[src/rtl/rv32i_iterative_multiplier_16x16.sv]
// ---------------------------------------------------------------------------
// rv32i_iterative_multiplier_16x16
//
// Sequential unsigned 16x16 -> 32 shift-add multiplier serving the
// execute-stage multiplier/shift controlpath. STEP_BITS multiplier bits are
// retired per cycle (1 = radix-2, 2 = radix-4). A one-cycle valid pulse
// returns the product; a RELEASE state waits for the enable to drop so that
// a held enable cannot start a second operation.
//
// Optional feature macro: RV32I_MULT_EARLY_TERMINATE_EN
//   When defined, an operation finishes as soon as the remaining multiplier
//   bits are all zero (including op2 == 0 at capture).
//
// Ports:
//   i_clk                     clock, rising edge
//   i_rst                     synchronous active-high reset
//   i_multiplier_en           request; operands sampled while IDLE
//   i_multiplier_operand_one  16-bit unsigned multiplicand
//   i_multiplier_operand_two  16-bit unsigned multiplier
//   o_multiplier_valid        one-cycle pulse, result valid in that cycle
//   o_multiplier_result       32-bit product, held until the next completion
//   o_multiplier_busy         high whenever the state is not IDLE
// ---------------------------------------------------------------------------
module rv32i_iterative_multiplier_16x16 #(
  parameter int STEP_BITS = 1
) (
  input  logic        i_clk,
  input  logic        i_rst,
  input  logic        i_multiplier_en,
  input  logic [15:0] i_multiplier_operand_one,
  input  logic [15:0] i_multiplier_operand_two,
  output logic        o_multiplier_valid,
  output logic [31:0] o_multiplier_result,
  output logic        o_multiplier_busy
);

  localparam int DIGITS = 16 / STEP_BITS;
  localparam int CNT_W  = $clog2(DIGITS) + 1;
  localparam logic [CNT_W-1:0] LAST_CNT = CNT_W'(DIGITS - 1);

  generate
    if (!(STEP_BITS == 1 || STEP_BITS == 2)) begin : g_bad_step
      $error("STEP_BITS must be 1 or 2");
    end
  endgenerate

  typedef enum logic [1:0] {
    S_IDLE    = 2'd0,
    S_MUL     = 2'd1,
    S_DONE    = 2'd2,
    S_RELEASE = 2'd3
  } state_t;

  state_t           state_q;
  logic [31:0]      mcand_q;
  logic [15:0]      mplier_q;
  logic [31:0]      acc_q;
  logic [CNT_W-1:0] count_q;
  logic             valid_q;
  logic [31:0]      result_q;
  logic             busy_q;

  // Next values for one MUL iteration.
  logic [1:0]       digit;
  logic [31:0]      acc_d;
  logic [31:0]      mcand_d;
  logic [15:0]      mplier_d;
  logic [CNT_W-1:0] count_d;
  logic             mul_last;

  // Partial product for one multiplier digit; digit 3 (radix-4 only) is
  // built from a shift and an add rather than a real multiply.
  function automatic logic [31:0] partial_product(input logic [31:0] mc,
                                                  input logic [1:0]  dig);
    logic [31:0] pp;
    case (dig)
      2'd0:    pp = 32'h0;
      2'd1:    pp = mc;
      2'd2:    pp = mc << 1;
      default: pp = mc + (mc << 1);
    endcase
    return pp;
  endfunction

  always_comb begin
    digit    = 2'(mplier_q[STEP_BITS-1:0]);
    acc_d    = acc_q + partial_product(mcand_q, digit);
    mcand_d  = mcand_q << STEP_BITS;
    mplier_d = mplier_q >> STEP_BITS;
    count_d  = count_q + CNT_W'(1);
`ifdef RV32I_MULT_EARLY_TERMINATE_EN
    // Stop once no set multiplier bits remain after this step's shift.
    mul_last = (count_q == LAST_CNT) || (mplier_d == 16'h0);
`else
    mul_last = (count_q == LAST_CNT);
`endif
  end

  always_ff @(posedge i_clk) begin
    if (i_rst) begin
      state_q  <= S_IDLE;
      mcand_q  <= 32'h0;
      mplier_q <= 16'h0;
      acc_q    <= 32'h0;
      count_q  <= '0;
      valid_q  <= 1'b0;
      result_q <= 32'h0;
      busy_q   <= 1'b0;
    end else begin
      valid_q <= 1'b0;
      case (state_q)
        S_IDLE: begin
          if (i_multiplier_en) begin
            mcand_q  <= {16'h0, i_multiplier_operand_one};
            mplier_q <= i_multiplier_operand_two;
            acc_q    <= 32'h0;
            count_q  <= '0;
            busy_q   <= 1'b1;
`ifdef RV32I_MULT_EARLY_TERMINATE_EN
            if (i_multiplier_operand_two == 16'h0) begin
              state_q  <= S_DONE;
              valid_q  <= 1'b1;
              result_q <= 32'h0;
            end else begin
              state_q  <= S_MUL;
            end
`else
            state_q <= S_MUL;
`endif
          end
        end
        S_MUL: begin
          acc_q    <= acc_d;
          mcand_q  <= mcand_d;
          mplier_q <= mplier_d;
          count_q  <= count_d;
          if (mul_last) begin
            // Valid and result are registered on entry to DONE so both are
            // visible during the DONE cycle.
            state_q  <= S_DONE;
            valid_q  <= 1'b1;
            result_q <= acc_d;
          end
        end
        S_DONE: begin
          if (i_multiplier_en) begin
            state_q <= S_RELEASE;
          end else begin
            state_q <= S_IDLE;
            busy_q  <= 1'b0;
          end
        end
        S_RELEASE: begin
          if (!i_multiplier_en) begin
            state_q <= S_IDLE;
            busy_q  <= 1'b0;
          end
        end
        default: begin
          state_q <= S_IDLE;
          busy_q  <= 1'b0;
        end
      endcase
    end
  end

  assign o_multiplier_valid  = valid_q;
  assign o_multiplier_result = result_q;
  assign o_multiplier_busy   = busy_q;

endmodule

[config.mk]
export PLATFORM = sky130hd
export DESIGN_NAME = rv32i_iterative_multiplier_16x16
export DESIGN_NICKNAME = d
export VERILOG_FILES = /design/src/rtl/rv32i_iterative_multiplier_16x16.sv
export SDC_FILE = /design/constraint.sdc
export NUM_CORES = 1
export LEC_CHECK = 0
export CORE_UTILIZATION = 57
export CTS_CLUSTER_DIAMETER = 30
export DETAILED_ROUTE_END_ITERATION = 10
export PLACE_DENSITY = 0.8
export SYNTH_ARGS = -nofsm -noshare
export SYNTH_HDL_FRONTEND = slang
export SYNTH_SLANG_ARGS = --single-unit
[constraint.sdc]
create_clock -name i_clk -period 4.15 [get_ports i_clk]
set_input_delay 0.83 -clock i_clk [delete_from_list [all_inputs] [get_ports i_clk]]
set_output_delay 0.83 -clock i_clk [all_outputs]
set_load 0.05 [all_outputs]
Yosys cells after proc, flatten, opt, wreduce, memory -nomap -nowiden
Cells that the tools add are included.

Reductions and logical operators: 9. Equality and inequality tests: 8. Add/subtract/negate cells: 2. Multiplexer cells: 18. Bitwise logic cells: 2.

Operators with widths (count): $pmux 32 s2 (3); $mux 32 (2); $add 32x32->32 (1); $pmux 16 s2 (1); $mux 16 (1); $pmux 5 s2 (1); $mux 2 (4); $ne 2x2->1 const B (4); $pmux 2 s4 (1); $reduce_and 3->1 (2); $add 5x1->5 const B (1); $eq 5x4->1 const B (1); $mux 5 (1); $eq 2x2->1 const B (2); $reduce_and 2->1 (2); $reduce_bool 2->1 (2); $reduce_or 2->1 (2); $mux 1 (3); $eq 2x1->1 const B (1); $logic_not 2->1 (1); $not 1->1 (2); $pmux 1 s2 (1).

Register bits: 121. Bits of input ports: 35. Word-level logic and storage cells: 47. Output and inout bits: 34.

Longest topological paths before layout
Word-level depth: 4. Depth in mapped cells: 11. Depth with buffers taken out: 10.

Least setup slack after synthesis
No wires, ideal clock.

Path kind: register to register. Start: register mplier_q[0]. End: register result_q[28] (netlist: o_multiplier_result[28]). Arrival time: 2779 ps. Period minus slack after synthesis: 2923 ps. Required time: 4006 ps. Buffers on the path: 1. Library setup time: 144 ps. Cell stages (with the launch flop): 12. Setup slack: 1227 ps. Cells stage by stage: dfxtp_1 clkbuf_1 and2_1 ha_1 fa_1 a21o_1 a221oi_2 o31ai_2 or2_2 a22oi_1 mux2i_1 o311ai_0.

Word-level cells in the longest chain between the ends: 3.

Ends and longest elaborated chain: start: declaration (line 56) `logic [15:0] mplier_q;`; start signal: assignment (line 115) `mplier_q <= i_multiplier_operand_two;`; start signal: assignment (line 135) `mplier_q <= mplier_d;`; $not 1->1 (line 76) `case (dig)`; $pmux 32 s2 * (line 76); $add 32x32->32 * (line 87) `acc_d = acc_q + partial_product(mcand_q, digit);`; end signal: assignment (line 107) `result_q <= 32'h0;`; end signal: assignment (line 142) `result_q <= acc_d;`; end: declaration (line 60) `logic [31:0] result_q;`.

Every way passes the cells marked *; elsewhere a longest branch is shown, timed or not. A chain may end at the register's enable or synchronous reset.

Final worst setup path
Start: register mplier_q[0]. End: register acc_q[24].

Word-level cells in the longest chain between the ends: 4.

Ends and longest elaborated chain: $not 1->1 (line 76); $pmux 32 s2 * (line 76); $add 32x32->32 * (line 87); $pmux 32 s2 * (line 111) `case (state_q)`; end signal: assignment (line 104) `acc_q <= 32'h0;`; end signal: assignment (line 116) `acc_q <= 32'h0;`; end signal: assignment (line 133) `acc_q <= acc_d;`; end: declaration (line 57) `logic [31:0] acc_q;`.

Marked as above.

==> results.py <==
metrics = {
    "run_status": {
        "status": "completed",
    },
    "detailed_routing": {
        "ant_nets": 0,
        "vias_per_cell": 5.93,
        "firstDrtPassIters": 6,
        "wl_mm": 17.8,
        "wl_per_cell_um": 16.9,
        "drc": 0,
        "drtIter0Drc": 419,
        "num_vias": 6240,
    },
    "placed_design": {
        "pre_cts_slack_ns": 0.711,
        "dpl-instance-area_um2": 7340,
        "dp_cells": 1020,
        "dpl.hpwl_mm": 12.5,
        "port_buffers": 68,
        "routabilityCongestion": 0.902,
    },
    "min_path": {
        "min_from": "o_multiplier_result[4]$_SDFFE_PP0P_",
        "min_path_type": "flip-flop to flip-flop",
        "min_path_cells": 2,
        "hold_end": "o_multiplier_result[4]$_SDFFE_PP0P_",
    },
    "timing": {
        "rsz0062_at_grt": "no",
        "fin_skew_ns": 0.00733,
        "worstMarginPinSlew_ns": 0.782,
        "fmax_ghz": 0.282,
        "drv_slew": 0,
        "relSlewSlack": 0.478,
        "whs_ns": 0.453,
        "period_minus_slack_ns": 3.54,
        "finalHoldViolations": 0,
        "fin_ws_ns": 0.610,
        "setup-tns-final_ns": 0,
        "fin_crit_sh": 0.853,
        "final-setup-viol-count": 0,
    },
    "flow_run": {
        "maxCapViolCount": 0,
    },
    "clock_tree": {
        "clock_latency_ns": 0.42,
        "hold_buffers": 0,
        "cts_tree": "built",
        "ctsResizeCount": 0,
        "cts.reportedPaths.clkPinSlew_ns": 0.06,
        "htree_num_levels": 4,
        "clockRootBuffer": "clkbuf_16",
        "clock_path_buffers": 2,
        "cts_setup_buffers": 0,
        "cts_made_buffers": 17,
        "cts_sinks": 121,
    },
    "floorplan": {
        "initial_core_util": 0.583,
        "dieArea_um2": 12100,
        "dieHeight_um": 110,
        "rows": 39,
        "core_um2": 11400,
        "io_pins": 69,
        "die_x_um": 110,
    },
    "power_and_ir_drop": {
        "peakVddDrop_mv": 0.497,
        "p_per_area_nw_per_um2": 369,
        "leakage_nw": 3.26,
    },
    "layout": {
        "instances_no_fill": 1052,
        "layout-drive-gt1-share": 0.0627,
        "n_antenna_cell": 0,
        "area_growth_pct": 19.5,
        "fillers": 974,
        "design_area_um2": 7920,
        "finalNetCount": 965,
    },
    "synth": {
        "ys_types": 55,
        "netlist_area_um2": 6630,
        "synthTopCellsByArea": "dfxtp_1 (37%), nor2_1 (8.8%), ha_1 (6.2%), a21oi_1 (5.7%), nand2_1 (4.0%)",
        "ys.flop_type": "dfxtp_1",
        "async_reset_ff_frac": 0,
        "synth_edf_count": 0,
        "synth_top_area_share": 0.366,
        "synth_seq_area_share": 0.366,
        "synth_fp_nets": 928,
        "syn_area_per_cell_um2": 7.71,
        "synth_cells": 859,
        "synth.largest_area_cell": "dfxtp_1",
        "yosys_warnings": 0,
        "ys_ff_latch": 121,
    },
    "worst_setup_path": {
        "cp.arrival_ns": 3.84,
        "timing.rr.start": "mplier_q[0]$_SDFFE_PP0P_",
        "start_kind": "flip-flop",
        "reg2reg_to": "acc_q[24]$_SDFFE_PP0P_",
        "ff2ff_path_depth": 10,
        "crit_required_ns": 4.45,
        "worstPathMaxFanout": 33,
        "rrSetupSlack_ns": 0.61,
        "critPathKind": "flip-flop to flip-flop",
        "cp-end-kind": "flip-flop",
    },
    "grt": {
        "grt_pass1_vias": 5762,
        "grt_pass1_wl_mm": 28.0,
        "grt_usage": 0.303,
        "antenna_found_initial": 0,
        "grt_max_degree": 66,
        "gr-total-overflow": 0,
    },
}
==> cells in the final DEF, fill, tap and decap left out, types with 3 or more instances in the layout <==
cell	instances
xnor2_1	16
inv_6	4
a21oi_1	75
nor2_1	154
o21ai_0	35
and3_1	6
nand4_1	7
buf_4	12
nor3_1	33
o21bai_1	7
and2_1	34
o21a_1	4
nand2b_1	5
clkinvlp_4	4
nor3b_1	4
a211oi_1	4
or3_1	5
mux2i_1	4
a22o_1	17
o221a_2	3
a21o_1	11
inv_1	11
ha_1	33
xor2_1	11
nand2_1	71
a22oi_1	33
clkbuf_16	17
a31oi_1	4
clkdlybuf4s50_1	67
nor2b_1	35
o32ai_1	3
nand3_1	14
or2_2	3
o211ai_1	4
dfxtp_1	120
==> final cells by class <==
cell class	instances	area, µm²	share of cell area
inverters	11	41.3	0.00521
flip-flops and latches	121	2420	0.306
clock inverters	13	144	0.0182
clock buffers	19	433	0.0547
multi-input cells	665	3940	0.497
well taps	143	179	0.0226
repair buffers	80	766	0.0967
==> cells in the mapped netlist (7+ instances only) <==
cell type  number
xor2_1         11
o21bai_1        7
dfxtp_1       121
xnor2_1        16
a22oi_1        33
clkbuf_1       53
nor3_1         33
a22o_1         17
nand3_1        14
and2_1         34
a21oi_1        75
nand2_1        71
nor2b_1        36
a21o_1         11
nand4_1         7
inv_1          11
buf_1           9
nor2_1        155
ha_1           33
o21ai_0        35
==> worst max path at each step <==
stage                                        start                                   end  slack [ns]  depth (start not counted)
after CTS                 mplier_q[0]$_SDFFE_PP0P_                acc_q[24]$_SDFFE_PP0P_        0.67                         10
after global routing      mplier_q[0]$_SDFFE_PP0P_                acc_q[24]$_SDFFE_PP0P_        0.40                         10
after detailed placement  mplier_q[0]$_SDFFE_PP0P_                acc_q[24]$_SDFFE_PP0P_        0.71                         10
after floorplan           mplier_q[0]$_SDFFE_PP0P_  o_multiplier_result[28]$_SDFFE_PP0P_        1.23                         11
after global placement    mplier_q[0]$_SDFFE_PP0P_                acc_q[24]$_SDFFE_PP0P_        0.83                         10
final                     mplier_q[0]$_SDFFE_PP0P_                acc_q[24]$_SDFFE_PP0P_        0.61                         10
==> per-stage QoR <==
stage | total power, mW | util
after floorplan | 1.41 | -
after global placement | 1.48 | 0.646
final | 2.92 | 0.697
after CTS | 2.93 | 0.697
after global routing | 3.02 | 0.697
after detailed placement | 1.49 | 0.646
==> registers in the layout, summed over array words and instances (netlist names) <==
signal and flops:
state_q 2, mcand_q 32, o_multiplier_result 32, mplier_q 16, o_multiplier_valid 1, acc_q 32
count_q 5, o_multiplier_busy 1
==> critical path, cell delays in order, from the launching register on <==
cell and delay (ns):
dfxtp_1 0.56, and2_1 0.30, ha_1 0.22, fa_1 0.41, a21o_1 0.23, a221oi_2 0.46, o31ai_2 0.20, o211ai_2 0.25
a31oi_1 0.19, or3_1 0.34, a32o_1 0.27
==> cell families (layout without fill, tap and decap cells) <==
group / Yosys count / count (layout) / share of synthesized area
adder cells (fa/ha/maj): 34 / 34 / 0.0653
XOR/XNOR: 27 / 27 / 0.0357
AO/OA/AOI/OAI: 222 / 222 / 0.221
multiplexers: 4 / 4 / 0.00604
flip-flops: 121 / 121 / 0.366
AND/OR/NAND/NOR: 378 / 378 / 0.265
buffers and inverters: 73 / 123 / 0.0414
==> metal layers <==
layer | up-vias | GRT usage | share of wire
met5 | - | 0 | 0
met4 | 0 | 0.0867 | 0.013
met3 | 22 | 0.0741 | 0.060
met2 | 223 | 0.471 | 0.45
met1 | 2927 | 0.415 | 0.47
li1 | 3068 | - | -
==> report_power, final <==
group	internal (mW)	switching [mW]	leakage [nW]
Sequential	1.20	0.0287	0.984
Combinational	0.101	0.142	2.01
Clock	0.889	0.562	0.271
(Power assumes the default switching activity.)
